--- src/rtl/flash_arb_pkg.sv ---
// Shared types and default widths for the flash read arbiter.
package flash_arb_pkg;

    typedef enum logic [1:0] {
        IDLE  = 2'd0,
        ISSUE = 2'd1,
        WAIT  = 2'd2
    } arb_state_t;

    localparam int FL_ADDR_W = 21;
    localparam int FL_DATA_W = 32;

endpackage

--- src/rtl/rr_pick.sv ---
// Combinational round-robin picker: searches last+1, last+2, ... modulo N_REQ
// and returns the first active request as a one-hot vector and an index.
module rr_pick #(
    parameter int N_REQ = 5,
    parameter int IDX_W = 3
) (
    input  logic [N_REQ-1:0] req,
    input  logic [IDX_W-1:0] last,
    output logic [N_REQ-1:0] win,
    output logic [IDX_W-1:0] win_idx
);

    always_comb begin
        logic             found;
        logic [IDX_W-1:0] pos;
        win     = '0;
        win_idx = '0;
        found   = 1'b0;
        pos     = '0;
        for (int i = 1; i <= N_REQ; i++) begin
            pos = IDX_W'((int'(last) + i) % N_REQ);
            if (!found && req[pos]) begin
                found      = 1'b1;
                win[pos]   = 1'b1;
                win_idx    = pos;
            end
        end
    end

endmodule

--- src/rtl/flash_read_arbiter.sv ---
// Round-robin arbiter sharing one flash read port among N_REQ requesters.
// Optional ack watchdog enabled by defining FLASH_ARB_TIMEOUT_EN.
module flash_read_arbiter
    import flash_arb_pkg::*;
#(
    parameter int N_REQ   = 5,
    parameter int ADDR_W  = FL_ADDR_W,
    parameter int DATA_W  = FL_DATA_W,
    parameter int TIMEOUT = 255
) (
    input  logic                      i_clk,
    input  logic                      i_rst,
    input  logic [N_REQ-1:0]          i_req,
    input  logic [N_REQ*ADDR_W-1:0]   i_addr,
    output logic [N_REQ-1:0]          o_gnt,
    output logic [N_REQ-1:0]          o_done,
    output logic [N_REQ-1:0]          o_err,
    output logic [DATA_W-1:0]         o_data,
    output logic                      o_stb,
    output logic [ADDR_W-1:0]         o_addr,
    input  logic                      i_ack,
    input  logic [DATA_W-1:0]         i_data
);

    localparam int IDX_W = (N_REQ > 1) ? $clog2(N_REQ) : 1;

    localparam logic [1:0] ST_IDLE  = IDLE;
    localparam logic [1:0] ST_ISSUE = ISSUE;
    localparam logic [1:0] ST_WAIT  = WAIT;

    if (N_REQ < 2 || TIMEOUT < 1) begin : g_param_check
        $error("flash_read_arbiter: N_REQ must be >= 2 and TIMEOUT >= 1");
    end

    logic [1:0]       state;
    logic [IDX_W-1:0] last;
    logic [IDX_W-1:0] owner;
    logic [N_REQ-1:0] pick_oh;
    logic [IDX_W-1:0] pick_idx;
    logic             timed_out;

    rr_pick #(
        .N_REQ (N_REQ),
        .IDX_W (IDX_W)
    ) u_rr_pick (
        .req     (i_req),
        .last    (last),
        .win     (pick_oh),
        .win_idx (pick_idx)
    );

`ifdef FLASH_ARB_TIMEOUT_EN
    localparam int CNT_W = ($clog2(TIMEOUT + 1) > 8) ? $clog2(TIMEOUT + 1) : 8;

    logic [CNT_W-1:0] wait_cnt;

    // Fires on the last permitted WAIT cycle; an ack in that same cycle still wins.
    assign timed_out = (state == ST_WAIT) && !i_ack && (wait_cnt == CNT_W'(TIMEOUT - 1));

    always_ff @(posedge i_clk or posedge i_rst) begin
        if (i_rst) begin
            wait_cnt <= '0;
        end else if (state != ST_WAIT) begin
            wait_cnt <= '0;
        end else begin
            wait_cnt <= wait_cnt + 1'b1;
        end
    end

    always_ff @(posedge i_clk or posedge i_rst) begin
        if (i_rst) begin
            o_err <= '0;
        end else begin
            o_err <= timed_out ? o_gnt : '0;
        end
    end
`else
    assign timed_out = 1'b0;
    assign o_err     = '0;
`endif

    // o_addr is left untouched after completion so it stays stable past the ack.
    always_ff @(posedge i_clk or posedge i_rst) begin
        if (i_rst) begin
            state  <= ST_IDLE;
            last   <= IDX_W'(N_REQ - 1);
            owner  <= '0;
            o_gnt  <= '0;
            o_done <= '0;
            o_stb  <= 1'b0;
            o_addr <= '0;
            o_data <= '0;
        end else begin
            o_done <= '0;
            o_stb  <= 1'b0;
            case (state)
                ST_IDLE: begin
                    if (|i_req) begin
                        owner  <= pick_idx;
                        o_gnt  <= pick_oh;
                        o_addr <= i_addr[pick_idx*ADDR_W +: ADDR_W];
                        o_stb  <= 1'b1;
                        state  <= ST_ISSUE;
                    end
                end
                ST_ISSUE: begin
                    state <= ST_WAIT;
                end
                ST_WAIT: begin
                    if (i_ack) begin
                        o_data <= i_data;
                        o_done <= o_gnt;
                        o_gnt  <= '0;
                        last   <= owner;
                        state  <= ST_IDLE;
                    end else if (timed_out) begin
                        o_data <= '0;
                        o_done <= o_gnt;
                        o_gnt  <= '0;
                        last   <= owner;
                        state  <= ST_IDLE;
                    end
                end
                default: begin
                    state <= ST_IDLE;
                end
            endcase
        end
    end

endmodule

--- config.mk ---
export PLATFORM = sky130hd
export DESIGN_NAME = flash_read_arbiter
export DESIGN_NICKNAME = d
export VERILOG_FILES = /design/src/rtl/flash_arb_pkg.sv /design/src/rtl/rr_pick.sv /design/src/rtl/flash_read_arbiter.sv
export SDC_FILE = /design/constraint.sdc
export NUM_CORES = 1
export LEC_CHECK = 0
export CORE_ASPECT_RATIO = 1.1
export CORE_MARGIN = 5
export CORE_UTILIZATION = 46
export CTS_CLUSTER_DIAMETER = 30
export DETAILED_ROUTE_END_ITERATION = 12
export PLACE_DENSITY = 0.83
export REMOVE_ABC_BUFFERS = 1
export SYNTH_ARGS = -nofsm -noshare
export SYNTH_HDL_FRONTEND = slang
export SYNTH_SLANG_ARGS = --single-unit
--- constraint.sdc ---
create_clock -name i_clk -period 7.3 [get_ports i_clk]
set_input_delay 1.46 -clock i_clk [delete_from_list [all_inputs] [get_ports i_clk]]
set_output_delay 1.46 -clock i_clk [all_outputs]
set_load 0.01 [all_outputs]
# After elaboration in Yosys (flattened, before gate mapping)
# Index checks and enable logic that the tools add are counted.
totals:
  regBits: 72
  out_inout_bits: 69
  input_bits: 145
  word_cells: 102
classes:
  div: 5
  bitwise_logic: 4
  reduce_logical: 20
  n_lt_le_gt_ge: 10
  muxes: 44
  addsub: 5
  eq_ne: 4
  n_mul: 1
  n_shift: 1
op_table:
  columns: ["operator", "n"]
  rows:
  - ["32-bit by 4-bit remainder unit with 32-bit output (second input constant)", 5]
  - ["105-bit by 9-bit variable part select with 21-bit output", 1]
  - ["5-bit 2-to-1 mux", 9]
  - ["3-bit by 4-bit less-than comparator with 1-bit output (second input constant)", 5]
  - ["5-bit OR", 4]
  - ["1-bit 2-to-1 mux", 16]
  - ["1-bit binary-select mux with 3-bit select", 5]
  - ["1-bit demux with 3-bit select", 5]
  - ["3-bit by 1-bit greater-or-equal comparator with 1-bit output (second input constant)", 5]
  - ["3-bit 2-to-1 mux", 5]
  - ["5-bit one-hot mux with 2 select lines", 1]
  - ["1-bit logical AND", 9]
  - ["3-bit by 2-bit adder with 4-bit output (second input constant)", 2]
  - ["3-bit by 3-bit adder with 4-bit output (second input constant)", 2]
  - ["3-bit by 5-bit multiplier with 8-bit output (second input constant)", 1]
  - ["2-bit one-hot mux with 3 select lines", 1]
  - ["2-bit AND reduction", 3]
  - ["5-bit OR reduction", 1]
  - ["3-bit by 1-bit adder with 4-bit output (second input constant)", 1]
  - ["1-bit logical NOT", 4]
  - ["2-bit 2-to-1 mux", 2]
  - ["2-bit inequality test (second input constant)", 2]
  - ["3-bit AND reduction", 1]
  - ["2-bit by 1-bit == test with 1-bit output (second input constant)", 1]
  - ["3 further kinds", 3]

# Logic depth before layout (Yosys ltp)
depth:
  word_depth: 19
  depth_mapped: 23
  mapped_depth_nobuf: 20

# By module
# From an unflattened synthesis, not the netlist that was laid out.
hier_totals:
  hier_cells: 637
  hier_area_um2: 5865.6
modules_own_cells:
  columns: ["module", "seq_area_each_um2", "n_inst", "cells_per_inst", "area_each_um2"]
  rows:
  - ["flash_read_arbiter", 1803.0, 1, 333, 3727.3]
  - ["rr_pick", 0.0, 1, 304, 2138.3]

# Worst setup path after synthesis
# No wires, ideal clock.
synth_timing:
  path_kind: "register -> register"
  from: "register last[0]"
  to: "register o_addr[10]"
  path_stages_with_launch: 24
  n_path_buf: 5
  setup_time_ns: 0.124
  arrival_ns: 5.339
  period_less_slack_ns: 5.463
  t_required_ns: 7.176
  slack_ns: 1.837
  path_cell_list: "dfrtp_1 > clkbuf_1 > buf_1 > inv_1 > ha_1 > buf_2 > inv_2 > ha_1 > nor2_1 > a21oi_2 > xnor2_2 > ha_1 > nor2b_1 > o41ai_1 > nand3_1 > a211o_1 > a32oi_2 > a31oi_1 > a21bo_1 > buf_6 > buf_6 > mux2_4 > a32oi_1 > a21oi_1"
synth_via:
  elab_chain_cells: 19
synth_lines:
  columns: ["element", "line", "rtl"]
  rows:
  - ["from (decl)", "flash_read_arbiter.sv:36", "logic [IDX_W-1:0] last;"]
  - ["from (signal assigned)", "flash_read_arbiter.sv:86", "last <= IDX_W'(N_REQ - 1);"]
  - ["from (signal assigned)", "flash_read_arbiter.sv:114", "last <= owner;"]
  - ["from (signal assigned)", "flash_read_arbiter.sv:120", "last <= owner;"]
  - ["3-bit by 1-bit adder with 4-bit output", "rr_pick.sv:21", "pos = IDX_W'((int'(last) + i) % N_REQ);"]
  - ["32-bit by 4-bit remainder unit with 32-bit output", "rr_pick.sv:21", null]
  - ["1-bit binary-select mux with 3-bit select", "rr_pick.sv:22", "if (!found && req[pos]) begin"]
  - ["1-bit 2-to-1 mux (not written as such)", "rr_pick.sv:22", null]
  - ["1-bit 2-to-1 mux", "rr_pick.sv:22", null]
  - ["1-bit logical NOT", "rr_pick.sv:22", null]
  - ["1-bit logical AND", "rr_pick.sv:22", null]
  - ["1-bit 2-to-1 mux", "rr_pick.sv:22", null]
  - ["[... 3 more ...]", null, null]
  - ["1-bit logical NOT", "rr_pick.sv:22", null]
  - ["1-bit logical AND", "rr_pick.sv:22", null]
  - ["1-bit 2-to-1 mux", "rr_pick.sv:22", null]
  - ["1-bit logical NOT", "rr_pick.sv:22", null]
  - ["1-bit logical AND", "rr_pick.sv:22", null]
  - ["3-bit 2-to-1 mux (*)", "rr_pick.sv:22", null]
  - ["3-bit by 5-bit multiplier with 8-bit output (*)", "flash_read_arbiter.sv:101", "o_addr <= i_addr[pick_idx*ADDR_W +: ADDR_W];"]
  - ["105-bit by 9-bit variable part select with 21-bit output (*)", "flash_read_arbiter.sv:101", null]
  - ["to (signal assigned)", "flash_read_arbiter.sv:101", null]
  - ["to (decl)", "flash_read_arbiter.sv:20", "output logic [ADDR_W-1:0] o_addr,"]
# Mark *: on every way between the ends. The rest lies on a longest branch, timed or not. The select of a mux whose other input is x is not followed.
# A chain may end at the register's enable or synchronous reset.

# Final worst setup path
layout_timing:
  from: "register last[1]"
  to: "register o_addr[18]"
# Same word-level chain as after synthesis.

==> results.md <==
* Status: finished clean
* Reg clk slew, reported paths at 0.07 ns
* Final Hold Fails at 0
* CTS tree: built
* Initial DRC count at around 440
* Number of diodes at 0
* IO buf count at roughly 210
* Register area share after synthesis at 31.6%
* Final ANT Viol Nets at 0
* Yosys warns at 0
* Critical Path Source Type: register
* Initial Util at 47.2%
* Element type at the critical path end: register
* Grt total ovfl at 0
* Total CTS buffers at 9
* Max Freq at between 150 and 200 MHz
* Top-area cell type share of the netlist area at 31.2%
* Die W at between 100 and 150 um
* Setup Skew at 0.0131 ns
* DRC violations left at 0
* Worst-case clock buffer depth at 2
* Placer Congestion at ~0.96
* Max_slew headroom at about 40%
* # resized after CTS at 0
* CTS root buf: clkbuf_16
* Post-cts hold buffer count at 0
* Pin count of the biggest net entering global routing at 73
* Via/cell ratio at ~5.8
* Worst Path Required at about 7.5 ns
* FP Rows at 42
* Async set-reset flop share out of synthesis at 100%
* CP Class: register to register
* Vias at 5,785
* Number of global-route vias before repair at 5,925
* Setup violators final at 0
* Syn Inst Count at 660
* Fin. max-slew vios at 0
* Final period util at just under 90%
* Proportion of layout cells with a drive suffix above 1 at 11.3%
* Post-CTS Setup Repair Bufs at 0
* Top_reg_cell synth: dfrtp_1
* Largest cells by area after synthesis: dfrtp_1 31%, nand2_1 7.9%, ha_1 5.7%, a21oi_1 5.3%, mux2_4 4.7%
* Synth unique cells at 84
* Post-synthesis cell area at roughly 0.0057 mm^2
* Initial antenna violation count at 0
* Post-synth EDFFs at 0
* Clock Latency Late Sink at roughly 0.34 ns
* WL/cell at roughly 19 um
* Average size of a mapped cell at around 8.6 um^2
* WP data arrival at approximately 6.6 ns
* Final net count at about 1k
* FILL cells at roughly 970
* I/O Pins at ~210
* Full die area at 0.0147 mm^2
* Most common cell in the netlist: nand2_1
* Post-synth top area cell: dfrtp_1
* Hold_ws at around 0.48 ns
* CP max FO at 23
* Multi-input gate area at 0.00356 mm^2
* Max-Cap Viols at 0
* Reg area at 0.00180 mm^2
* Die height at around 130 um
* DRT Pass-1 Iters at 6
* CTS Sinks at 72
* Worst-Margin Slew at 0.905 ns
* First-pass GRT wire length at 29.9 mm
* Post-DP Area at 0.00783 mm^2
* Hold crit path type: register to register
* Core Util, Final at 67.2%
* Core ar. at between 0.01 and 0.015 mm^2
* Placed wire-length estimate at 14.8 mm
* Final WL at 19.0 mm
* Tmin final at 6.39 ns
* GRT Overall Usage at between 20 and 30%
* Yosys reg bits at a little over 70
* Commonest cells post-synth: 120 x nand2_1, 71 x dfrtp_1, 60 x a21oi_1
* Max H-tree Level at 3
* Area grow syn2layout at 42.4%
* Setup TNS at 0 ns
* RSZ-0062 raised after global routing: no
* Final instance area at 0.00812 mm^2
==> worst max-delay path, stage by stage, from the launching register on <==
cell and delay (ns):
dfrtp_1 0.67, inv_1 0.24, ha_1 0.61, inv_2 0.19
ha_1 0.27, nor2_1 0.18, a21oi_2 0.10, xnor2_2 0.21
ha_1 0.27, nor2b_1 0.16, o41ai_1 0.67, nand3_1 0.15
a211o_1 0.36, a32oi_2 0.35, a31oi_1 0.15, a21bo_2 0.66
buf_4 0.36, mux2_2 0.36, a32oi_1 0.22, a21oi_1 0.09
==> layer usage <==
metal	vias to the layer above	part of all wire, %	global-route usage [%]
met5	-	0	0
met4	0	2.9	8.94
met3	47	8.1	5.62
met2	266	52	46.2
met1	2730	37	28.6
li1	2742	-	-
==> cell families (layout without fill, tap and decap cells) <==
family / after synthesis / after routing / synth area share (%)
buffers and inverters: 74 / 262 / 6.13
AO/OA/AOI/OAI: 172 / 172 / 21.6
other: 1 / 5 / 0.0658
AND/OR/NAND/NOR: 245 / 245 / 20.0
XOR/XNOR: 12 / 12 / 2.24
flip-flops: 72 / 72 / 31.6
multiplexers: 58 / 58 / 12.6
adder cells (fa/ha/maj): 26 / 26 / 5.71
==> per-stage QoR <==
step,setup WS (ns),cells
after floorplan,1.21,616
after global placement,1.35,990
after detailed placement,0.953,990
after CTS,0.961,1006
after global routing,0.495,1006
final,0.914,1006
==> layout by cell type, fill, tap and decap left out, drive strengths merged, types with 12 or more instances in the layout <==
master / synthesis / final
buf: 24 / 12
mux2: 47 / 47
inv: 26 / 30
nor2: 46 / 46
dfrtp: 71 / 71
nand3: 15 / 15
nand2: 120 / 120
o21ai: 19 / 19
a32oi: 24 / 24
ha: 26 / 26
a21oi: 62 / 62
clkdlybuf4s50: 0 / 208
==> path summary, 6_finish.rpt <==
path | start | to | slack, ns | depth (start not counted)
setup / recovery | last[1]$_DFFE_PP0P_ | o_addr[18]$_DFFE_PP0P_ | 0.91 | 19
hold / removal | o_data[18]$_DFFE_PP0P_ | o_data[18]$_DFFE_PP0P_ | 0.48 | 2
setup reg to reg | last[1]$_DFFE_PP0P_ | o_addr[18]$_DFFE_PP0P_ | 0.91 | 19
hold reg to reg | o_data[18]$_DFFE_PP0P_ | o_data[18]$_DFFE_PP0P_ | 0.48 | 2
max in group asynchronous | i_rst | last[1]$_DFFE_PP0P_ | 5.00 | 3
min in group asynchronous | i_rst | o_data[21]$_DFFE_PP0P_ | 1.71 | 3
==> registers in the layout, summed over array words and instances, names as in the netlist <==
register / cells
last: 3
o_addr: 21
o_data: 32
o_done: 5
o_gnt: 5
o_stb: 1
owner: 3
state: 2
==> cell type report <==
cell class                 count  area share, %
multi-input combinational    518           43.9
timing repair buffer         220           26.8
sequential                    72           22.2
clock buffer                   9           2.77
tap                          154           2.37
inverter                      26           1.20
clock inverter                 7          0.755
Power is left out: the tool's default activity adds up to more than one toggle a clock period on the data nets, which glitch-free logic cannot reach.
